<file path="config.mk">
export PLATFORM = sky130hd
export DESIGN_NAME = bus_trace
export DESIGN_NICKNAME = d
export VERILOG_FILES = /design/src/rtl/bus_trace.sv
export SDC_FILE = /design/constraint.sdc
export NUM_CORES = 1
export LEC_CHECK = 0
export ABC_AREA = 0
export CAP_MARGIN = 20
export CORE_MARGIN = 1.5
export CORE_UTILIZATION = 25
export CTS_CLUSTER_DIAMETER = 60
export DETAILED_ROUTE_END_ITERATION = 16
export GPL_TIMING_DRIVEN = 0
export SETUP_SLACK_MARGIN = 0.05
export SLEW_MARGIN = 10
export SYNTH_ARGS = -nofsm -noshare
export SYNTH_HDL_FRONTEND = slang
export SYNTH_SLANG_ARGS = --single-unit
export TNS_END_PERCENT = 100
</file>
<file path="constraint.sdc">
create_clock -name trc_clk -period 14 [get_ports trc_clk]
set_input_delay 1.4 -clock trc_clk [delete_from_list [all_inputs] [get_ports trc_clk]]
set_output_delay 1.4 -clock trc_clk [all_outputs]
set_load 0.01 [all_outputs]
</file>
<file path="src/rtl/bus_trace.sv">
// Bus trace buffer: captures windowed CPU bus reads/writes with a timestamp into a
// first-word-fall-through ring, with overwrite, stop-when-full and triggered capture modes.
module bus_trace #(
    parameter int ADDR_W  = 32,
    parameter int DATA_W  = 32,
    parameter int DEPTH   = 16,
    parameter int STAMP_W = 16
) (
    input  logic                       trc_clk,
    input  logic                       trc_rst_n,
    input  logic                       trc_en,
    input  logic [1:0]                 trc_mode,
    input  logic                       trc_clr,
    input  logic [ADDR_W-1:0]          trc_addr_lo,
    input  logic [ADDR_W-1:0]          trc_addr_hi,
    input  logic [ADDR_W-1:0]          bus_addr,
    input  logic [DATA_W-1:0]          bus_wdata,
    input  logic [DATA_W-1:0]          bus_rdata,
    input  logic                       bus_rd,
    input  logic                       bus_wr,
    output logic                       out_valid,
    input  logic                       out_ready,
    output logic                       out_we,
    output logic [ADDR_W-1:0]          out_addr,
    output logic [DATA_W-1:0]          out_data,
    output logic [STAMP_W-1:0]         out_stamp,
    output logic [$clog2(DEPTH):0]     trc_count,
    output logic                       trc_full,
    output logic [15:0]                trc_ovf_cnt,
    output logic                       trc_trig,
    output logic                       trc_err
);
    localparam int AW = $clog2(DEPTH);
    localparam int CW = AW + 1;

    typedef struct packed {
        logic               we;
        logic [ADDR_W-1:0]  addr;
        logic [DATA_W-1:0]  data;
        logic [STAMP_W-1:0] stamp;
    } entry_t;

    entry_t             mem_q [DEPTH];
    logic [AW-1:0]      wr_ptr_q, wr_ptr_d, rd_ptr_q, rd_ptr_d;
    logic [CW-1:0]      count_q, count_d;
    logic [STAMP_W-1:0] stamp_q;
    logic [15:0]        ovf_q, ovf_d;
    logic               trig_q, trig_d, err_q, err_d;

    logic   in_win, evt, trig_hit, full, pop, cap, overwrite, write, drop, rd_adv;
    entry_t new_ent, head;

    always_comb begin
        in_win    = (bus_addr >= trc_addr_lo) && (bus_addr <= trc_addr_hi);
        evt       = (bus_rd | bus_wr) & in_win;
        trig_hit  = bus_wr && (bus_addr == trc_addr_lo);
        full      = (count_q == CW'(DEPTH));
        pop       = (count_q != '0) && out_ready;
        cap       = 1'b0;
        case (trc_mode)
            2'd1, 2'd2: cap = trc_en & evt;
            2'd3:       cap = trc_en & (trig_q ? evt : trig_hit);
            default:    cap = 1'b0;
        endcase
        // When full with no pop, mode 1 evicts the oldest; modes 2/3 drop the newcomer.
        overwrite = cap & full & ~pop & (trc_mode == 2'd1);
        drop      = cap & full & ~pop & ~overwrite;
        write     = cap & ~drop;
        rd_adv    = pop | overwrite;

        wr_ptr_d  = wr_ptr_q + AW'(write);
        rd_ptr_d  = rd_ptr_q + AW'(rd_adv);
        count_d   = count_q + CW'(write) - CW'(rd_adv);
        ovf_d     = ((drop | overwrite) && ovf_q != 16'hFFFF) ? ovf_q + 16'd1 : ovf_q;
        trig_d    = trig_q | (cap & (trc_mode == 2'd3));
        err_d     = err_q | (evt & bus_rd & bus_wr);

        new_ent.we    = bus_wr;
        new_ent.addr  = bus_addr;
        new_ent.data  = bus_wr ? bus_wdata : bus_rdata;
        new_ent.stamp = stamp_q;

        if (trc_clr) begin
            wr_ptr_d = '0;
            rd_ptr_d = '0;
            count_d  = '0;
            ovf_d    = '0;
            trig_d   = 1'b0;
            err_d    = 1'b0;
        end
    end

    always_ff @(posedge trc_clk or negedge trc_rst_n) begin
        if (!trc_rst_n) begin
            wr_ptr_q <= '0;
            rd_ptr_q <= '0;
            count_q  <= '0;
            stamp_q  <= '0;
            ovf_q    <= '0;
            trig_q   <= 1'b0;
            err_q    <= 1'b0;
        end else begin
            wr_ptr_q <= wr_ptr_d;
            rd_ptr_q <= rd_ptr_d;
            count_q  <= count_d;
            stamp_q  <= stamp_q + STAMP_W'(1);
            ovf_q    <= ovf_d;
            trig_q   <= trig_d;
            err_q    <= err_d;
        end
    end

    // Storage needs no reset: outputs are masked whenever the buffer is empty.
    always_ff @(posedge trc_clk) begin
        if (write && !trc_clr) mem_q[wr_ptr_q] <= new_ent;
    end

    always_comb begin
        head      = mem_q[rd_ptr_q];
        out_valid = (count_q != '0);
        out_we    = out_valid ? head.we    : 1'b0;
        out_addr  = out_valid ? head.addr  : '0;
        out_data  = out_valid ? head.data  : '0;
        out_stamp = out_valid ? head.stamp : '0;
    end

    assign trc_count   = count_q;
    assign trc_full    = full;
    assign trc_ovf_cnt = ovf_q;
    assign trc_trig    = trig_q;
    assign trc_err     = err_q;
endmodule

</file>
* After elaboration in Yosys (flattened, before gate mapping)
Memories as Yosys holds them, arrays and structs flattened. Cells that the tools add are included.
Word-level totals: bits in registers 47, bits in latches 0, RAM bits 1296, bits in read-only memories 0, logic and storage cells 66, memories 1
Memories:
- mem_q | words 16, width 81, read ports 1, clocked after memory_dff 0, wr ports 1, line 43 | entry_t mem_q [DEPTH];
Cells by class: $add $sub $neg 6, $mul 0, div/mod/pow operators 0, magnitude comparators 2, equality and inequality tests 6, shifts and indexed selects 0, multiplexer cells 16, bitwise gates (word level) 19, reduce and logical (&&, ||, !) cells 9
Operators by type and width (number):
- $mux 32 | 3
- $mux 16 | 3
- $add 16x1->16 const B | 2
- $eq 32x32->1 | 1
- $ge 32x32->1 | 1
- $le 32x32->1 | 1
- $ne 16x16->1 const B | 1
- $and 1x1->1 | 11
- $add 4x1->4 | 2
- $mux 4 | 2
- $mux 1 | 6
- $add 5x1->5 | 1
- $eq 5x5->1 const B | 1
- $logic_and 1x1->1 | 5
- $mux 5 | 1
- $or 1x1->1 | 5
- $reduce_bool 5->1 | 1
- $sub 5x1->5 | 1
- $eq 2x2->1 const B | 2
- $not 1->1 | 3
- $eq 2x1->1 const B | 1
- $pmux 1 s2 | 1
- $reduce_bool 2->1 | 1
- $reduce_or 2->1 | 1
- $logic_not 1->1 | 1

* Logic depth before layout (Yosys ltp)
depth after elaboration 16, mapped depth 20, gate-level depth less buffers 18

* Worst setup path before layout
No wires, ideal clock.
path kind in2reg, start input trc_addr_hi[14], end memory mem_q[2][0] (netlist bit) (enable), data arrival time 11.995 ns, path slack 1.257 ns, stages 11, path buffers 1, cells stage by stage inv_1 > ha_1 > a21oi_1 > nand2_1 > a221o_1 > a211o_1 > o2111a_1 > or4b_1 > buf_2 > a211o_4 > nor4b_1
Between the ends: cells in the longest elaborated chain, start to end 16, elaborated cells between the ends (all ways) 17
RTL lines:
- start: declaration | line 15 | input logic [ADDR_W-1:0] trc_addr_hi,
- $le 32x32->1 (*) | line 54 | in_win = (bus_addr >= trc_addr_lo) && (bus_addr <= trc_addr_hi);
- $logic_and 1x1->1 (*) | line 54
- $and 1x1->1 (*) | line 55 | evt = (bus_rd | bus_wr) & in_win;
- $mux 1 | line 62 | 2'd3: cap = trc_en & (trig_q ? evt : trig_hit);
- $and 1x1->1 | line 62
- $pmux 1 s2 (*) | line 60 | case (trc_mode)
- $and 1x1->1 (2 in series) | line 66, 67
- $and 1x1->1 | line 66 | overwrite = cap & full & ~pop & (trc_mode == 2'd1);
- $not 1->1 | line 67 | drop = cap & full & ~pop & ~overwrite;
- $and 1x1->1 | line 67
- $not 1->1 | line 68 | write = cap & ~drop;
- $and 1x1->1 (*) | line 68
- $logic_and 1x1->1 (*) | line 115 | if (write && !trc_clr) mem_q[wr_ptr_q] <= new_ent;
- $mux 1 (*) | line 115
- $mux 1 (not written as such) (*) | line 115
- end: declaration | line 43
Every way passes the cells marked *; elsewhere a longest branch is shown, timed or not.

* Worst setup path after layout
start input bus_addr[15], end memory mem_q[14][28] (netlist bit) (enable)
Between the ends: cells in the longest elaborated chain, start to end 16, elaborated cells between the ends (all ways) 20
RTL lines:
- start: declaration | line 16 | input logic [ADDR_W-1:0] bus_addr,
- $ge 32x32->1 / $le 32x32->1 (equally long branches) | line 54
- $logic_and 1x1->1 | line 54
- $and 1x1->1 | line 55
- $mux 1 | line 62
- $and 1x1->1 | line 62
- $pmux 1 s2 (*) | line 60
- $and 1x1->1 (2 in series) | line 66, 67
- $and 1x1->1 | line 66
- $not 1->1 | line 67
- $and 1x1->1 | line 67
- $not 1->1 | line 68
- $and 1x1->1 (*) | line 68
- $logic_and 1x1->1 (*) | line 115
- $mux 1 (*) | line 115
- $mux 1 (not written as such) (*) | line 115
Marks and branches as above.

==> impl.org <==
** Setup path
- Max incr delay on CP :: 0.95 ns
- Worst-path maximum fanout :: 18
- At the worst endpoint, the required time is 14.46 ns.
- Nature of the critical path startpoint :: input port
- CP Cell Sequence :: clkdlybuf4s50_1, ha_1, nand4_1, nor3_2, nor4b_1, o41a_1, o22ai_1, or4b_1, buf_2, a211o_4, buf_6, nor3_2, buf_8, buf_4, buf_6, buf_6, buf_4, buf_4
- The setup path with the least slack is of type input port to flop.
- Worst EP arrival :: 7.80 ns
- Critical-path top delay cell :: sky130_fd_sc_hd__clkdlybuf4s50_1
- In this run the critical register-to-register path is launched from trc_trig.
- Among cell families on the critical path, the largest total delay comes from buffers and inverters.
- The worst setup path is captured at a flop.
- The most critical setup path has its startpoint at bus_addr[15].
- Counting both buffers and inverters, the worst setup path holds a total of 9.

** Logic synthesis
- Synthesis produced a netlist with a net count of 2671.
- In the synthesized netlist the dominant register cell turns out to be sky130_fd_sc_hd__edfxtp_1.
- The most common cell in the synthesized netlist is sky130_fd_sc_hd__edfxtp_1.
- Average footprint of a synthesized cell :: 22.1 um2
- Top-area cell type share of the netlist area :: 72.6%
- The number of different library cells used by synthesis comes to 53.
- In the post-synthesis netlist, the biggest area contributors are sky130_fd_sc_hd__edfxtp_1 (73%), sky130_fd_sc_hd__mux4_2 (17%), sky130_fd_sc_hd__dfrtp_1 (2.2%).
- The mapped netlist covers 0.0536 mm2.
- The biggest area contributor in the post-synthesis netlist is sky130_fd_sc_hd__edfxtp_1.
- Number of standard cells after synthesis :: 2425
- Most frequent cells after synthesis :: sky130_fd_sc_hd__edfxtp_1 (1296), sky130_fd_sc_hd__mux4_2 (405), sky130_fd_sc_hd__and2_1 (84), sky130_fd_sc_hd__clkbuf_1 (83)
- Yosys warnings :: 0
- Post-synth EDFFs :: 1296
- Counting flops with an async set or reset pin after synthesis yields a share of 3.50%.
- Flops & latches, synth :: 1343
- Sequential-to-total area share from yosys stat :: 74.8%

** Floorplan
- The die is 466 um wide.
- Area of the core region :: 0.213 mm2
- Total number of placement rows :: 169
- Number of top-level pins :: 275
- In this run the vertical extent of the chip is 466 um.
- Area of the die :: 0.217 mm2
- For this configuration, the core starts out at a cell density of 25.2%.

** STA
- Post-layout worst setup margin :: 6.67 ns
- Clock Skews :: 0.0253 ns
- For the pin with the worst max-slew slack, the measured transition is 1.10 ns.
- Relative max-transition margin :: 26.6%
- Setup repair after global routing left no endpoint under its margin.
- The final count of pins violating max slew was 0.
- Share of the clock period used by the worst path after layout :: 52.4%
- The smallest clock period supported by the final layout is computed as 7.33 ns.
- Setup violations remaining at the end of the flow were counted as 0.
- Final hold violation count :: 0
- Timing would allow up to 136 MHz.
- Aggregate negative setup slack :: 0 ns

** CTS
- TritonCTS built the clock tree.
- In this run, post-CTS hold repair placed 0 buffers.
- Clock tree synthesis inserted a total of 142 buffers.
- Gates resized during post-CTS repair numbered 0.
- After clock tree synthesis, the clock-pin slew on the worst setup and hold paths is 0.06 ns.
- Buffers added to address setup during post-CTS repair amount to 0.
- Buffer depth of the longest clock path :: 3
- Worst-Skew Late Latency :: 0.76 ns
- CTS H-tree lvls :: 4
- The clock net in this run drives a total of 1343 sinks.
- Clock tree synthesis selected as its root buffer the cell sky130_fd_sc_hd__clkbuf_16.

** Power
- The clock network is responsible for 34.5% of the overall power.
- Portion of total power attributed to sequential cells :: 42.4%
- Total power density per cell area :: 156 mW/mm2
- Cell internal power was estimated by the tool at 7620 uW.
- Per report_power, the combinational group accounts for 23.0% of the total.
- Leakage :: 0.0211 uW
- Switching power :: 2810 uW
- Maximum ir drop on the vdd rail :: 0.120 mV
- Net switching share of the total power :: 27.0%

** GRT
- Largest net degree at the start of global routing :: 48
- The first global-routing pass estimated 208 mm of wire.
- The number of global-route vias before repair came to 27947.
- After global routing the overflow that remains totals 0.
- The initial antenna violation count was 8.
- Global-route total usage across every layer :: 13.4%

** Route
- Summed over all layers, the routed wires come to 147 mm.
- Post-detailed-route count of antenna-violating nets :: 0
- The pre-antenna-repair detailed-routing pass consisted of 5 iterations.
- In the final routed layout, each cell accounts on average for 24.4 um.
- Met3 layer wire length in the routed design :: 8.54 mm
- The detailed router put a total of 64.7 mm of wire on met1.
- In this run, the number of DRC markers left after iteration 0 of detailed routing was 2405.
- Routed length on met2 :: 70.4 mm
- The detailed router used layers up to and including met5.
- Per-cell via count in the routed design :: 4.49
- For this block, the via count after detailed routing is 27125.
- Total DRC errors in the routed layout :: 0

** Flow run
- Maximum Capacitance Violations :: 0

** Place
- Timing analysis after detailed placement gives a worst setup slack of 5.59 ns.
- The congestion estimate from routability-driven global placement came to 0.744.
- Post-DP HPWL :: 107 mm
- Count of input and output buffers :: 274

** Worst hold path
- In this run the worst hold path is classified as flop to flop.
- HP Start :: trc_err

** Cells and area
- In the final layout, the share of cells above drive strength 1 is 29.0%.
- Fill cells in the final layout number 20277.
- Area delta synth->final :: 24.9%
- For this run, the post-layout net count is 3357.

** Outcome
- The run finished with clean final reports.
[routing by layer]
metal  GRT usage [%]  vias up
li1                -    11542
met1            18.4    14492
met2            21.7      919
met3            2.40      170
met4            4.02        2
met5               0        -
[area by class of cell]
type                       count  area (um2)  share of cell area (%)
tap                         2821        3530                    5.27
clock buffer                 174        3710                    5.55
inverter                      76         285                   0.426
multi-input combinational    889       12900                    19.2
clock inverter                79         739                    1.11
buffer                       117         450                   0.673
sequential                  1343       40100                    59.9
antenna                        3        7.51                  0.0112
timing repair buffer         542        5240                    7.83
[worst reg2reg max path: stages (launching register included)]
cell and delay [ns]:
sky130_fd_sc_hd__dfrtp_1 0.41, sky130_fd_sc_hd__nor2_1 0.14, sky130_fd_sc_hd__nand4_1 0.16, sky130_fd_sc_hd__and2_1 0.21
sky130_fd_sc_hd__or4b_1 0.48, sky130_fd_sc_hd__buf_2 0.19, sky130_fd_sc_hd__a211o_4 0.40, sky130_fd_sc_hd__buf_6 0.20
sky130_fd_sc_hd__nor3_2 0.75, sky130_fd_sc_hd__buf_8 0.25, sky130_fd_sc_hd__buf_4 0.23, sky130_fd_sc_hd__buf_6 0.18
sky130_fd_sc_hd__buf_6 0.15, sky130_fd_sc_hd__buf_4 0.20, sky130_fd_sc_hd__buf_4 0.23
[layout by cell type, fill, tap and decap left out, drive strengths merged, types with 21 or more instances in the layout]
cell type / n
nand4: 21
ha: 76
a21oi: 38
and2: 85
edfxtp: 1296
inv: 87
clkinv: 58
dfrtp: 47
nand2: 34
clkdlybuf4s50: 273
nand3: 22
nor2: 30
buf: 303
clkbuf: 257
mux4: 405
mux2: 38
[per-stage QoR]
step	total power [uW]	hold WS, ns	area, um2	cells	utilization (%)
after floorplan	5810	0.529	53600	2425	-
after detailed placement	6970	0.500	62300	5774	29.3
after CTS	10600	0.514	66700	6027	31.4
final	10400	0.509	66900	6044	31.5
after global placement	6900	0.476	59800	5520	28.2
after global routing	10800	0.556	66900	6042	31.5
[registers in the layout, indices dropped and copies added (netlist names)]
name,count
stamp_q,16
wr_ptr_q,4
mem_q,1296
rd_ptr_q,4
trc_trig,1
trc_count,5
trc_err,1
trc_ovf_cnt,16
[worst paths after layout]
check,end,cells past startpoint,slack [ns]
max reg2reg,mem_q[14][28],14,9.51
min reg2reg,trc_err,2,0.51
min in group asynchronous,stamp_q[0],1,0.72
max,mem_q[14][28],18,6.67
max in group asynchronous,trc_err,1,12.77
min,trc_err,2,0.51
[cells by family after synthesis]
| logic type | count (synthesis) | synth area share [%] |
|---|---|---|
| AO/OA/AOI/OAI | 81 | 0.944 |
| AND/OR/NAND/NOR | 267 | 2.87 |
| XOR/XNOR | 21 | 0.343 |
| buffers and inverters | 193 | 1.37 |
| flip-flops | 1343 | 74.8 |
| multiplexers | 443 | 17.8 |
| adder cells (fa/ha/maj) | 77 | 1.81 |
[power groups by stage]
stage | Sequential [uW] | Combinational (uW) | Clock, uW
5_1_grt | 4430 | 2580 | 3830
6_report | 4430 | 2400 | 3600
3_5_place_dp | 4510 | 2450 | 0
2_1_floorplan | 4510 | 1290 | 0
4_1_cts | 4430 | 2460 | 3680
3_3_place_gp | 4520 | 2390 | 0
(Power assumes the default switching activity.)
